===== config.mk =====
export PLATFORM = sky130hd
export DESIGN_NAME = rom_loader
export DESIGN_NICKNAME = d
export VERILOG_FILES = /design/src/rtl/rv32i_pkg.sv /design/src/rtl/rom_loader.sv
export SDC_FILE = /design/constraint.sdc
export NUM_CORES = 1
export LEC_CHECK = 0
export CORE_MARGIN = 4
export CORE_UTILIZATION = 49
export DETAILED_ROUTE_END_ITERATION = 12
export GPL_ROUTABILITY_DRIVEN = 0
export PLACE_DENSITY = 0.77
export RECOVER_POWER = 25
export SYNTH_ARGS = -nofsm -noshare
export SYNTH_HDL_FRONTEND = slang
export SYNTH_SLANG_ARGS = --single-unit

===== constraint.sdc =====
create_clock -name clk -period 2 [get_ports clk]
set_input_delay 0.4 -clock clk [delete_from_list [all_inputs] [get_ports clk]]
set_output_delay 0.4 -clock clk [all_outputs]
set_load 0.05 [all_outputs]

===== src/rtl/rv32i_pkg.sv =====
// Shared definitions for the RV32I core, its instruction ROM and the ROM loader.
package rv32i_pkg;

    // Word-address width of the instruction ROM (1024 words = 4 KB image).
    localparam int ROM_ADDR_LENGTH = 10;

    // Loader sequencing: wait for start, stream bytes, write the tail word, report.
    typedef enum logic [1:0] {
        IDLE  = 2'd0,
        LOAD  = 2'd1,
        FLUSH = 2'd2,
        DONE  = 2'd3
    } rom_loader_state_t;

endpackage


===== src/rtl/rom_loader.sv =====
// Byte-stream to 32-bit word packer driving the instruction ROM write port.
// Handshake: a byte transfers on a rising clk edge where s_valid and s_ready
// are both 1; s_ready depends only on the loader state, never on s_valid.
// Bytes fill lanes 0..3 little-endian; a full word (or the s_last tail,
// zero-padded) is written one cycle after its final byte is accepted.
// word_count counts words written and is updated together with the we pulse.
module rom_loader
    import rv32i_pkg::*;
#(
    parameter int ADDR_LENGTH = ROM_ADDR_LENGTH,
    parameter int MEM_SIZE    = 2 ** ADDR_LENGTH
) (
    input  logic                   clk,
    input  logic                   rst,
    input  logic                   start,
    input  logic                   s_valid,
    input  logic [7:0]             s_data,
    input  logic                   s_last,
    output logic                   s_ready,
    output logic                   we,
    output logic [ADDR_LENGTH-1:0] waddr,
    output logic [31:0]            wdata,
    output logic                   busy,
    output logic                   done,
    output logic                   overflow,
    output logic [ADDR_LENGTH:0]   word_count
);

    localparam logic [ADDR_LENGTH:0] MEM_WORDS = (ADDR_LENGTH + 1)'(MEM_SIZE);

    rom_loader_state_t      state_q, state_d;
    logic [1:0]             lane_q, lane_d;
    logic [31:0]            buf_q, buf_d;
    logic [ADDR_LENGTH-1:0] addr_q, addr_d;
    logic [ADDR_LENGTH:0]   count_q, count_d;
    logic                   done_q, done_d;
    logic                   ovf_q, ovf_d;
    logic                   we_q, we_d;
    logic [ADDR_LENGTH-1:0] waddr_q, waddr_d;
    logic [31:0]            wdata_q, wdata_d;

    logic                   full;
    logic [31:0]            pack_word;

    // Next-state logic: FSM sequencing, byte packing and write-port staging.
    always_comb begin
        state_d = state_q;
        lane_d  = lane_q;
        buf_d   = buf_q;
        addr_d  = addr_q;
        count_d = count_q;
        done_d  = done_q;
        ovf_d   = ovf_q;
        we_d    = 1'b0;
        waddr_d = waddr_q;
        wdata_d = wdata_q;

        // Once the ROM is full every further byte is dropped.
        full = (count_q == MEM_WORDS);

        // Lane 0 starts a fresh word so unfilled upper lanes read as zero.
        pack_word = (lane_q == 2'd0) ? 32'd0 : buf_q;
        pack_word[{lane_q, 3'b000} +: 8] = s_data;

        case (state_q)
            IDLE, DONE: begin
                if (start) begin
                    state_d = LOAD;
                    lane_d  = 2'd0;
                    buf_d   = 32'd0;
                    addr_d  = '0;
                    count_d = '0;
                    done_d  = 1'b0;
                    ovf_d   = 1'b0;
                end
            end
            LOAD: begin
                if (s_valid) begin
                    lane_d = lane_q + 2'd1;
                    if (full) begin
                        ovf_d = 1'b1;
                    end else begin
                        buf_d = pack_word;
                        if (lane_q == 2'd3 || s_last) begin
                            we_d    = 1'b1;
                            waddr_d = addr_q;
                            wdata_d = pack_word;
                            addr_d  = addr_q + ADDR_LENGTH'(1);
                            count_d = count_q + (ADDR_LENGTH + 1)'(1);
                        end
                    end
                    if (s_last) begin
                        state_d = FLUSH;
                    end
                end
            end
            FLUSH: begin
                // The tail word's we pulse is on the outputs during this cycle.
                state_d = DONE;
                done_d  = 1'b1;
            end
            default: begin
                state_d = IDLE;
            end
        endcase
    end

    // State and output registers with synchronous active-high reset.
    always_ff @(posedge clk) begin
        if (rst) begin
            state_q <= IDLE;
            lane_q  <= 2'd0;
            buf_q   <= 32'd0;
            addr_q  <= '0;
            count_q <= '0;
            done_q  <= 1'b0;
            ovf_q   <= 1'b0;
            we_q    <= 1'b0;
            waddr_q <= '0;
            wdata_q <= 32'd0;
        end else begin
            state_q <= state_d;
            lane_q  <= lane_d;
            buf_q   <= buf_d;
            addr_q  <= addr_d;
            count_q <= count_d;
            done_q  <= done_d;
            ovf_q   <= ovf_d;
            we_q    <= we_d;
            waddr_q <= waddr_d;
            wdata_q <= wdata_d;
        end
    end

    // Output mapping; everything except the state decodes is a register.
    always_comb begin
        s_ready    = (state_q == LOAD);
        busy       = (state_q == LOAD) || (state_q == FLUSH);
        we         = we_q;
        waddr      = waddr_q;
        wdata      = wdata_q;
        done       = done_q;
        overflow   = ovf_q;
        word_count = count_q;
    end

endmodule


Word level (Yosys, flattened, before mapping)
Index checks and enable logic that the tools add are counted.

storage, ports and cells
  flip-flop bits (word level) = 102
  latch bits = 0
  RAM bits = 0
  ROM bits = 0
  input bits = 13
  output and inout bits = 58
  word-level logic and storage cells = 74
  memories = 0

operators by class
  add/sub/neg operators = 4
  multiply operators = 0
  divide/modulo/power cells = 0
  $lt $le $gt $ge = 0
  eq/ne operators = 11
  shifts and indexed selects = 2
  muxes and demuxes = 29
  bitwise logic cells = 3
  reduce and logical (&&, ||, !) cells = 15

operator list
  operator                count
  $mux 32                 4
  $pmux 32 s2             1
  $mux 11                 4
  $mux 10                 4
  $bwmux 32               1
  $shift 8x7->32 const A  1
  $shiftx 8x7->32         1
  $pmux 11 s2             1
  $pmux 10 s2             1
  $reduce_and 4->1        3
  $add 11x1->11 const B   1
  $eq 11x11->1 const B    1
  $add 10x1->10 const B   1
  $mux 2                  5
  $ne 2x2->1 const B      4
  $neg 5->7               1
  $eq 2x2->1 const B      3
  $pmux 2 s3              1
  $reduce_and 3->1        2
  $reduce_and 5->1        1
  $logic_not 2->1         2
  $mux 1                  4
  $ne 2x1->1 const B      2
  $pmux 1 s2              2
  9 further kinds         13

Depth between registers and ports, before layout
Gate-level depths: netlist (run 1).

  word-level depth = 6
  mapped depth = 9
  depth with buffers taken out = 6

Worst setup path after synthesis (run 1)
OpenSTA, ideal clock, no wires.

  path kind = register to register
  start point = reg state_q[1]
  end point = reg count_q[3] (netlist: word_count[3])
  setup time = 0.074 ns
  arrival time = 2.288 ns
  data required time = 1.926 ns
  slack = -0.363 ns
  cell stages (with the launch flop) = 8
  path buffers = 1
  clock period less this slack = 2.363 ns
  cells stage by stage = dfxtp_1 inv_1 ha_1 mux2i_1 or2_1 buf_6 or4b_1 a31oi_1

between the ends
  elaborated cells on any way between the ends = 11
  classes of those cells = eq/ne (6); mux (1); reduce/logical (4)

RTL lines
  element                                              RTL line           source
  start, declared                                      rom_loader.sv:31   rom_loader_state_t state_q, state_d;
  start signal, assigned                               rom_loader.sv:122  state_q <= state_d;
  $eq 2x1->1 (*)                                       -
  net s_ready                                          rom_loader.sv:19   output logic s_ready,
  $ne 2x1->1 (no source line) (tied with other cells)  -
  $reduce_and 5->1 (no source line)                    -
  end signal, assigned                                 rom_loader.sv:126  count_q <= count_d;
  end, declared                                        rom_loader.sv:35   logic [ADDR_LENGTH:0] count_q, count_d;

Mark *: on every way through the listed nets, which the timed path passes. The rest lies on a longest branch.
A chain may end at the register's enable or synchronous reset.

Worst setup path in the final report (run 1)
  start point = reg state_q[0]
  end point = reg count_q[8] (netlist: word_count[8])

between the ends
  cells in the longest elaborated chain, start to end = 4
  elaborated cells on any way between the ends = 11
  classes of those cells = eq/ne (6); mux (1); reduce/logical (4)

ends and longest elaborated chain
  element                                                           RTL line          source
  $eq 2x2->1 or $logic_not 2->1 (tied branches)                     rom_loader.sv:65  case (state_q)
  $reduce_or 2->1                                                   rom_loader.sv:65
  $ne 2x2->1 (no source line) or $reduce_bool 2->1 (tied branches)  -
  $reduce_and 5->1 (no source line)                                 -

Parallel ways exist; a longest one is shown, timed or not.

==> flow_metrics.tcl, run 1 <==
set metrics [dict create \
    instances_no_fill 776 \
    clk_pin_slew_ns 0.10 \
    dpl_cell_area_um2 5970 \
    fmax_ghz 0.510 \
    period_needed_ns 1.96 \
    worst_pin_slew_ns 0.648 \
    cts_tree "built" \
    initial_core_util 0.502 \
    hp-class "register to register" \
    clock-root-buffer "clkbuf_8" \
    clock_path_buffers 2 \
    cp.required_ns 2.30 \
    synth-seq-area-share 0.418 \
    via_count 4549 \
    grt_setup_unrepaired "yes" \
    ys_warn_count 0 \
    critPathLaunchType "register" \
    die-area_um2 11600 \
    placed_cells 759 \
    crit_path_end_kind "register" \
    drive_above_1_share 0.152 \
    design_area_um2 6180 \
    status "finished clean" \
    finClkSkew_ns 0.00757 \
    h-tree-depth 3 \
    mostFrequentLayoutCells "dfxtp_1, nand2_1, clkdlybuf4s50_1" \
    row_count 36 \
    route.detailed.drc 0 \
    core_um2 9730 \
    path_class "register to register" \
    drv_slew 0 \
    ant_nets 0 \
    synth_edf_count 0 \
    hpwl_um 8850 \
    track_usage 0.220 \
    hold_violations 0 \
    power.density_nw_per_um2 986 \
    antenna_found_initial 0 \
    final.setup.tns_ns 0 \
    slew-limit-headroom 0.570 \
    yosysUniqueCellTypes 58 \
    cap_violations 0 \
    finalSetupViolCount 0 \
    grt_pass1_vias 4373 \
    routedWlPerCell_um 16.5 \
    power.leakage_uw 0.00211 \
    layout.cells.most_common "dfxtp_1" \
    grt_max_degree 46 \
    synth_nets 585 \
    synthFlopType "dfxtp_1" \
    ioPinCount 71 \
    dr.pass1.iters 7 \
    grt_pass1_wl_um 20800 \
    synth-async-reset-ratio 0 \
    die_w_um 108 \
    grt_overflow 0 \
    diodes 0 \
    dr.first_iter.drc_count 280 \
    synth.avg_cell_area_um2 8.71 \
    holdBufCountCts 0 \
    port_buffers 70 \
    synth_cells 560 \
    dpl_worst_slack_ns -0.196 \
    cp_max_fo 8 \
    crit_arrival_ns 2.26 \
    vias_per_cell 5.86 \
    cts_sinks 102 \
    nets 663 \
    setup_slack_ns 0.0392 \
    area_delta_synth_final_pct 26.6 \
    drt-total-wl_um 12800 \
    fin_crit_sh 0.980 \
    ir_worst_vdd_v 0.000489 \
    syn_area_um2 4880 \
    insertion_delay_ns 0.37 \
    synth_seq_cells 102 \
    cts_buffers 9 \
    die_h_um 108 \
]
-- where the power goes --
| group | switching (uW) | internal [uW] | total [uW] |
|---|---|---|---|
| combinational | 1430 | 1030 | 2460 |
| clock | 760 | 636 | 1400 |
| sequential | 106 | 2130 | 2240 |
| total | 2300 | 3800 | 6100 |
-- Yosys cell counts (2+ instances only) --
library cell | count | area [um^2]
nor3b_1 | 11 | 82.6
inv_1 | 15 | 56.3
or3_1 | 2 | 12.5
a311oi_1 | 3 | 26.3
nand4b_1 | 16 | 140
o2111ai_1 | 4 | 35.0
ha_1 | 12 | 150
a31oi_1 | 7 | 43.8
buf_2 | 9 | 45.0
nor4_1 | 6 | 37.5
dfxtp_1 | 102 | 2040
a21o_1 | 8 | 60.1
buf_4 | 4 | 30.0
a22oi_1 | 8 | 60.1
a211oi_1 | 2 | 15.0
o221ai_1 | 3 | 26.3
o311ai_0 | 4 | 35.0
a21oi_1 | 30 | 150
nand2b_1 | 31 | 194
o211ai_1 | 6 | 45.0
or4_1 | 3 | 22.5
nor3_1 | 2 | 10.0
nor2b_1 | 2 | 12.5
nand3_1 | 17 | 85.1
nand4_1 | 17 | 106
o21a_1 | 2 | 15.0
or4b_2 | 2 | 20.0
a22o_1 | 32 | 280
mux2i_1 | 13 | 130
nand2_1 | 62 | 233
clkbuf_1 | 30 | 113
buf_1 | 3 | 11.3
o21ai_0 | 36 | 180
and3_1 | 3 | 18.8
nor2_1 | 30 | 113
-- flip-flops by register name, summed over array words and instances (netlist names) --
signal,count
lane_q,2
wdata,32
word_count,11
addr_q,10
we,1
overflow,1
state_q,2
waddr,10
buf_q,32
done,1
-- through the flow --
stage | hold WS, ns | power (uW) | utilization
2_1_floorplan | 0.446 | 3720 | -
3_3_place_gp | 0.444 | 4550 | 0.613
3_5_place_dp | 0.451 | 4620 | 0.613
4_1_cts | 0.465 | 6050 | 0.636
5_1_grt | 0.480 | 6370 | 0.635
6_report | 0.459 | 6100 | 0.635
-- final cells by class --
cell class                 instances  area [um^2]
fill                             827         3550
multi-input combinational        396         2670
sequential                       102         2060
timing repair buffer             114         1020
tap                              133          166
clock buffer                      10          138
clock inverter                     6         75.1
inverter                          15         56.3
-- worst max-delay path, stage by stage (launching register included) --
cell and delay (ns):
dfxtp_4 0.39, inv_2 0.05, ha_4 0.23, mux2i_4 0.19, or2_4 0.29, or4_4 0.55
a31oi_4 0.18
-- layer usage --
metal / GRT usage / share of wire
met5: 0 / 0
met3: 0.0468 / 0.067
met1: 0.274 / 0.43
met2: 0.373 / 0.48
met4: 0.0839 / 0.027
-- cells by family (layout without fill, tap and decap cells) --
| group | Yosys count | in the layout | share of synthesized area |
|---|---|---|---|
| compound gates | 151 | 151 | 0.210 |
| fa+ha+maj | 12 | 12 | 0.0308 |
| buf+inv | 62 | 145 | 0.0546 |
| flops | 102 | 102 | 0.418 |
| mux | 13 | 13 | 0.0267 |
| simple gates | 220 | 220 | 0.259 |
-- path summary, 6_finish.rpt --
kind	startpoint	endpoint	slack, ns	cells past startpoint
min reg2reg	wdata[21]$_SDFFE_PP0P_	wdata[21]$_SDFFE_PP0P_	0.46	2
min	wdata[21]$_SDFFE_PP0P_	wdata[21]$_SDFFE_PP0P_	0.46	2
max	state_q[0]$_SDFFE_PP0P_	word_count[8]$_SDFFE_PP0P_	0.04	6
max reg2reg	state_q[0]$_SDFFE_PP0P_	word_count[8]$_SDFFE_PP0P_	0.04	6
-- repair_timing --
item,in CTS,in global routing
resized for setup,3,21
pin swaps,2,3
setup endpoints to repair,7,17
setup buffers,1,0
Power figures use the tool's default switching activity.
==> run 2, diff against run 1 <==
Settings changed: SKIP_CTS_REPAIR_TIMING set to 1.
==> flow_metrics.tcl, run 2 (same netlist as run 1, synthesis figures left out) <==
set metrics [dict create \
    status "finished clean" \
    clk_pin_slew_ns 0.11 \
    fill_cells 802 \
    finClkSkew_ns 0.00757 \
    hold_violations 0 \
    critPathLaunchType "register" \
    dpl_worst_slack_ns -0.196 \
    power.leakage_uw 0.00225 \
    cts_tree "built" \
    drive_above_1_share 0.160 \
    route.detailed.drc 0 \
    clock_path_buffers 2 \
    ff_latch_area_um2 2060 \
    port_buffers 70 \
    layout.cells.most_common "dfxtp_1" \
    dr.first_iter.drc_count 321 \
    track_usage 0.220 \
    placed_cells 759 \
    combPwrFrac 0.408 \
    grt_pass1_vias 4352 \
    grt_max_degree 46 \
    ioPinCount 71 \
    routedWlPerCell_um 16.6 \
    cts_buffers 9 \
    clock_power_share 0.227 \
    multi_input_area_um2 2670 \
    crit_path_end_kind "register" \
    crit_family "simple AND/OR/NAND/NOR gates" \
    mostFrequentLayoutCells "dfxtp_1, nand2_1, clkdlybuf4s50_1" \
    path_class "register to register" \
    worst_pin_slew_ns 0.615 \
    nets 663 \
    vias_per_cell 5.90 \
    period_needed_ns 1.97 \
    cap_violations 0 \
    hpwl_um 8850 \
    finalSetupViolCount 0 \
    grt_pass1_wl_um 20800 \
    die_w_um 108 \
    row_count 36 \
    setup_slack_ns 0.0282 \
    cp_max_fo 7 \
    grt_overflow 0 \
    crit_buf_inv 1 \
    clock-root-buffer "clkbuf_8" \
    h-tree-depth 3 \
    grt_setup_unrepaired "yes" \
    die_h_um 108 \
    insertion_delay_ns 0.37 \
    via_count 4582 \
    core_um2 9730 \
    drv_slew 0 \
    diodes 0 \
    die-area_um2 11600 \
    drt-total-wl_um 12800 \
    power.density_nw_per_um2 982 \
    crit_arrival_ns 2.27 \
    hp-class "register to register" \
    slowest_delay_ns 0.53 \
    switching_share 0.377 \
    fmax_ghz 0.507 \
    cp.required_ns 2.30 \
    slew-limit-headroom 0.592 \
    initial_core_util 0.502 \
    ant_nets 0 \
    switchingPower_uw 2310 \
    p_int_uw 3820 \
    instances_no_fill 776 \
    fin_crit_sh 0.986 \
    worstPathCellList "inv_2 -> ha_4 -> and3b_2 -> and4b_2 -> or4_1 -> a31oi_1" \
    ir_worst_vdd_v 0.000490 \
    antenna_found_initial 0 \
    crit_slowest_cell "or4_1" \
    dr.pass1.iters 5 \
    area_delta_synth_final_pct 28.1 \
    p_seq_frac 0.365 \
    cts_sinks 102 \
]
[run 2: metrics by stage]
stage                     power [uW]  setup TNS (ns)  hold WS, ns   util  cell area [um^2]
after floorplan                 3720               0        0.446      -              4920
after global placement          4550           -5.05        0.444  0.613              5970
after detailed placement        4620           -7.52        0.451  0.613              5970
after CTS                       6010          -0.203        0.465  0.635              6180
after global routing            6420         -0.0354        0.480  0.642              6250
final                           6140               0        0.459  0.642              6250
[run 2: path summary, 6_finish.rpt]
path / start / endpoint / slack (ns) / cells past startpoint
worst max-delay path: state_q[0]$_SDFFE_PP0P_ / word_count[2]$_SDFFE_PP0P_ / 0.03 / 6
worst min-delay path: wdata[21]$_SDFFE_PP0P_ / wdata[21]$_SDFFE_PP0P_ / 0.46 / 2
worst max register to register: state_q[0]$_SDFFE_PP0P_ / word_count[2]$_SDFFE_PP0P_ / 0.03 / 6
worst min register to register: wdata[21]$_SDFFE_PP0P_ / wdata[21]$_SDFFE_PP0P_ / 0.46 / 2
[run 2: cell type report]
| class | instances | area share |
|---|---|---|
| Inverter | 15 | 0.00901 |
| Clock inverter | 6 | 0.0120 |
| Sequential cell | 102 | 0.329 |
| Multi-Input combinational cell | 396 | 0.427 |
| Tap cell | 133 | 0.0266 |
| Timing Repair Buffer | 114 | 0.174 |
| Clock buffer | 10 | 0.0220 |
[run 2: power groups by stage]
stage	clock [uW]	combinational [uW]	sequential [uW]
6_report	1390	2500	2240
5_1_grt	1500	2660	2250
4_1_cts	1430	2350	2230
3_5_place_dp	0	2340	2280
3_3_place_gp	0	2280	2270
2_1_floorplan	0	1300	2420
[run 2: metal layers]
| metal | global-route usage | wire (um) | up-vias |
|---|---|---|---|
| met5 | 0 | 0 | - |
| met4 | 0.0821 | 302 | 0 |
| met3 | 0.0462 | 803 | 32 |
| met2 | 0.371 | 6270 | 166 |
| met1 | 0.274 | 5470 | 2193 |
| li1 | - | - | 2191 |
[run 2: worst min-delay path: cells and delay by family, from the launching register on]
kind / cells / cell delay (ns)
simple gates: 1 / 0.05
flops: 1 / 0.32
compound gates: 1 / 0.05
==> run 3, diff against run 2 <==
Settings changed: CORE_MARGIN 4 to 8.
==> flow_metrics.tcl, run 3 (same netlist as run 1, synthesis figures left out) <==
set metrics [dict create \
    status "finished clean" \
    p_int_uw 3750 \
    cp_max_fo 7 \
    hpwl_um 9270 \
    fill_cells 791 \
    cap_violations 0 \
    ioPinCount 71 \
    vias_per_cell 5.84 \
    power.leakage_uw 0.00230 \
    diodes 0 \
    switching_share 0.383 \
    multi_input_area_um2 2660 \
    track_usage 0.197 \
    worst_pin_slew_ns 0.556 \
    initial_core_util 0.502 \
    clock_power_share 0.202 \
    insertion_delay_ns 0.38 \
    finClkSkew_ns 0.0155 \
    core_um2 9730 \
    fmax_ghz 0.506 \
    path_class "register to register" \
    dr.pass1.iters 5 \
    die-area_um2 13400 \
    combPwrFrac 0.432 \
    die_h_um 116 \
    grt_pass1_vias 4394 \
    cts_buffers 9 \
    dr.first_iter.drc_count 383 \
    design_area_um2 6340 \
    ir_worst_vdd_v 0.000570 \
    grt_setup_unrepaired "yes" \
    die_w_um 116 \
    mostFrequentLayoutCells "dfxtp_1, nand2_1, buf_4" \
    drt-total-wl_um 13600 \
    clock_path_buffers 2 \
    route.detailed.drc 0 \
    dpl_cell_area_um2 6030 \
    clock-root-buffer "clkbuf_8" \
    nets 674 \
    routedWlPerCell_um 17.2 \
    row_count 36 \
    fin_util 0.652 \
    ff_latch_area_um2 2060 \
    area_delta_synth_final_pct 30.0 \
    drv_slew 0 \
    h-tree-depth 3 \
    cp.required_ns 2.28 \
    cts_sinks 102 \
    clk_pin_slew_ns 0.11 \
    grt_max_degree 33 \
    period_needed_ns 1.98 \
    p_seq_frac 0.366 \
    port_buffers 70 \
    fin_crit_sh 0.988 \
    crit_path_end_kind "register" \
    switchingPower_uw 2330 \
    slew-limit-headroom 0.628 \
    power.density_nw_per_um2 958 \
    hp-class "register to register" \
    layout.cells.most_common "dfxtp_1" \
    grt_pass1_wl_um 21400 \
    via_count 4599 \
    antenna_found_initial 0 \
    hold_violations 0 \
    grt_overflow 0 \
    crit_arrival_ns 2.26 \
    cts_tree "built" \
    p_total_uw 6080 \
    finalSetupViolCount 0 \
    drive_above_1_share 0.173 \
    critPathLaunchType "register" \
    ant_nets 0 \
]
## run 3: area by class of cell
type,instances,area share
clock buffers,9,0.0195
clock inverters,7,0.00888
inverters,15,0.00888
multi-input cells,396,0.419
flip-flops and latches,102,0.325
well taps,133,0.0262
repair buffers,125,0.193
## run 3: metrics by stage
step	setup slack [ns]	hold slack (ns)	cells	setup TNS (ns)
floorplan	0.00406	0.446	560	0
global placement	-0.167	0.443	768	-6.28
detailed placement	-0.235	0.454	768	-8.60
CTS	-0.0125	0.470	784	-0.0273
global route	-0.0169	0.497	787	-0.150
finish	0.0235	0.461	787	0
## run 3: layer usage
metal / vias up / global-route usage / share of wire
met3: 31 / 0.0469 / 0.072
li1: 2215 / - / -
met1: 2201 / 0.250 / 0.42
met2: 152 / 0.314 / 0.48
met4: 0 / 0.0778 / 0.023
met5: - / 0 / 0
## run 3: power by group through the flow
stage / registers, uW / logic, uW / clock network [uW]
floorplan: 2420 / 1300 / 0
global placement: 2260 / 2320 / 0
detailed placement: 2270 / 2370 / 0
CTS: 2220 / 2390 / 1260
global route: 2240 / 2800 / 1340
finish: 2220 / 2630 / 1230
## run 3: final timing paths
kind	from	endpoint	slack (ns)	depth (start not counted)
worst max register to register	state_q[0]$_SDFFE_PP0P_	word_count[3]$_SDFFE_PP0P_	0.02	6
worst min-delay path	wdata[23]$_SDFFE_PP0P_	wdata[23]$_SDFFE_PP0P_	0.46	2
worst max-delay path	state_q[0]$_SDFFE_PP0P_	word_count[3]$_SDFFE_PP0P_	0.02	6
worst min register to register	wdata[23]$_SDFFE_PP0P_	wdata[23]$_SDFFE_PP0P_	0.46	2
## run 3: critical path: stages (launching register included)
cell and delay [ns]:
dfxtp_2 0.34, inv_1 0.06, ha_4 0.26, mux2i_2 0.19
or2_4 0.30, or4b_1 0.53, a31oi_1 0.21
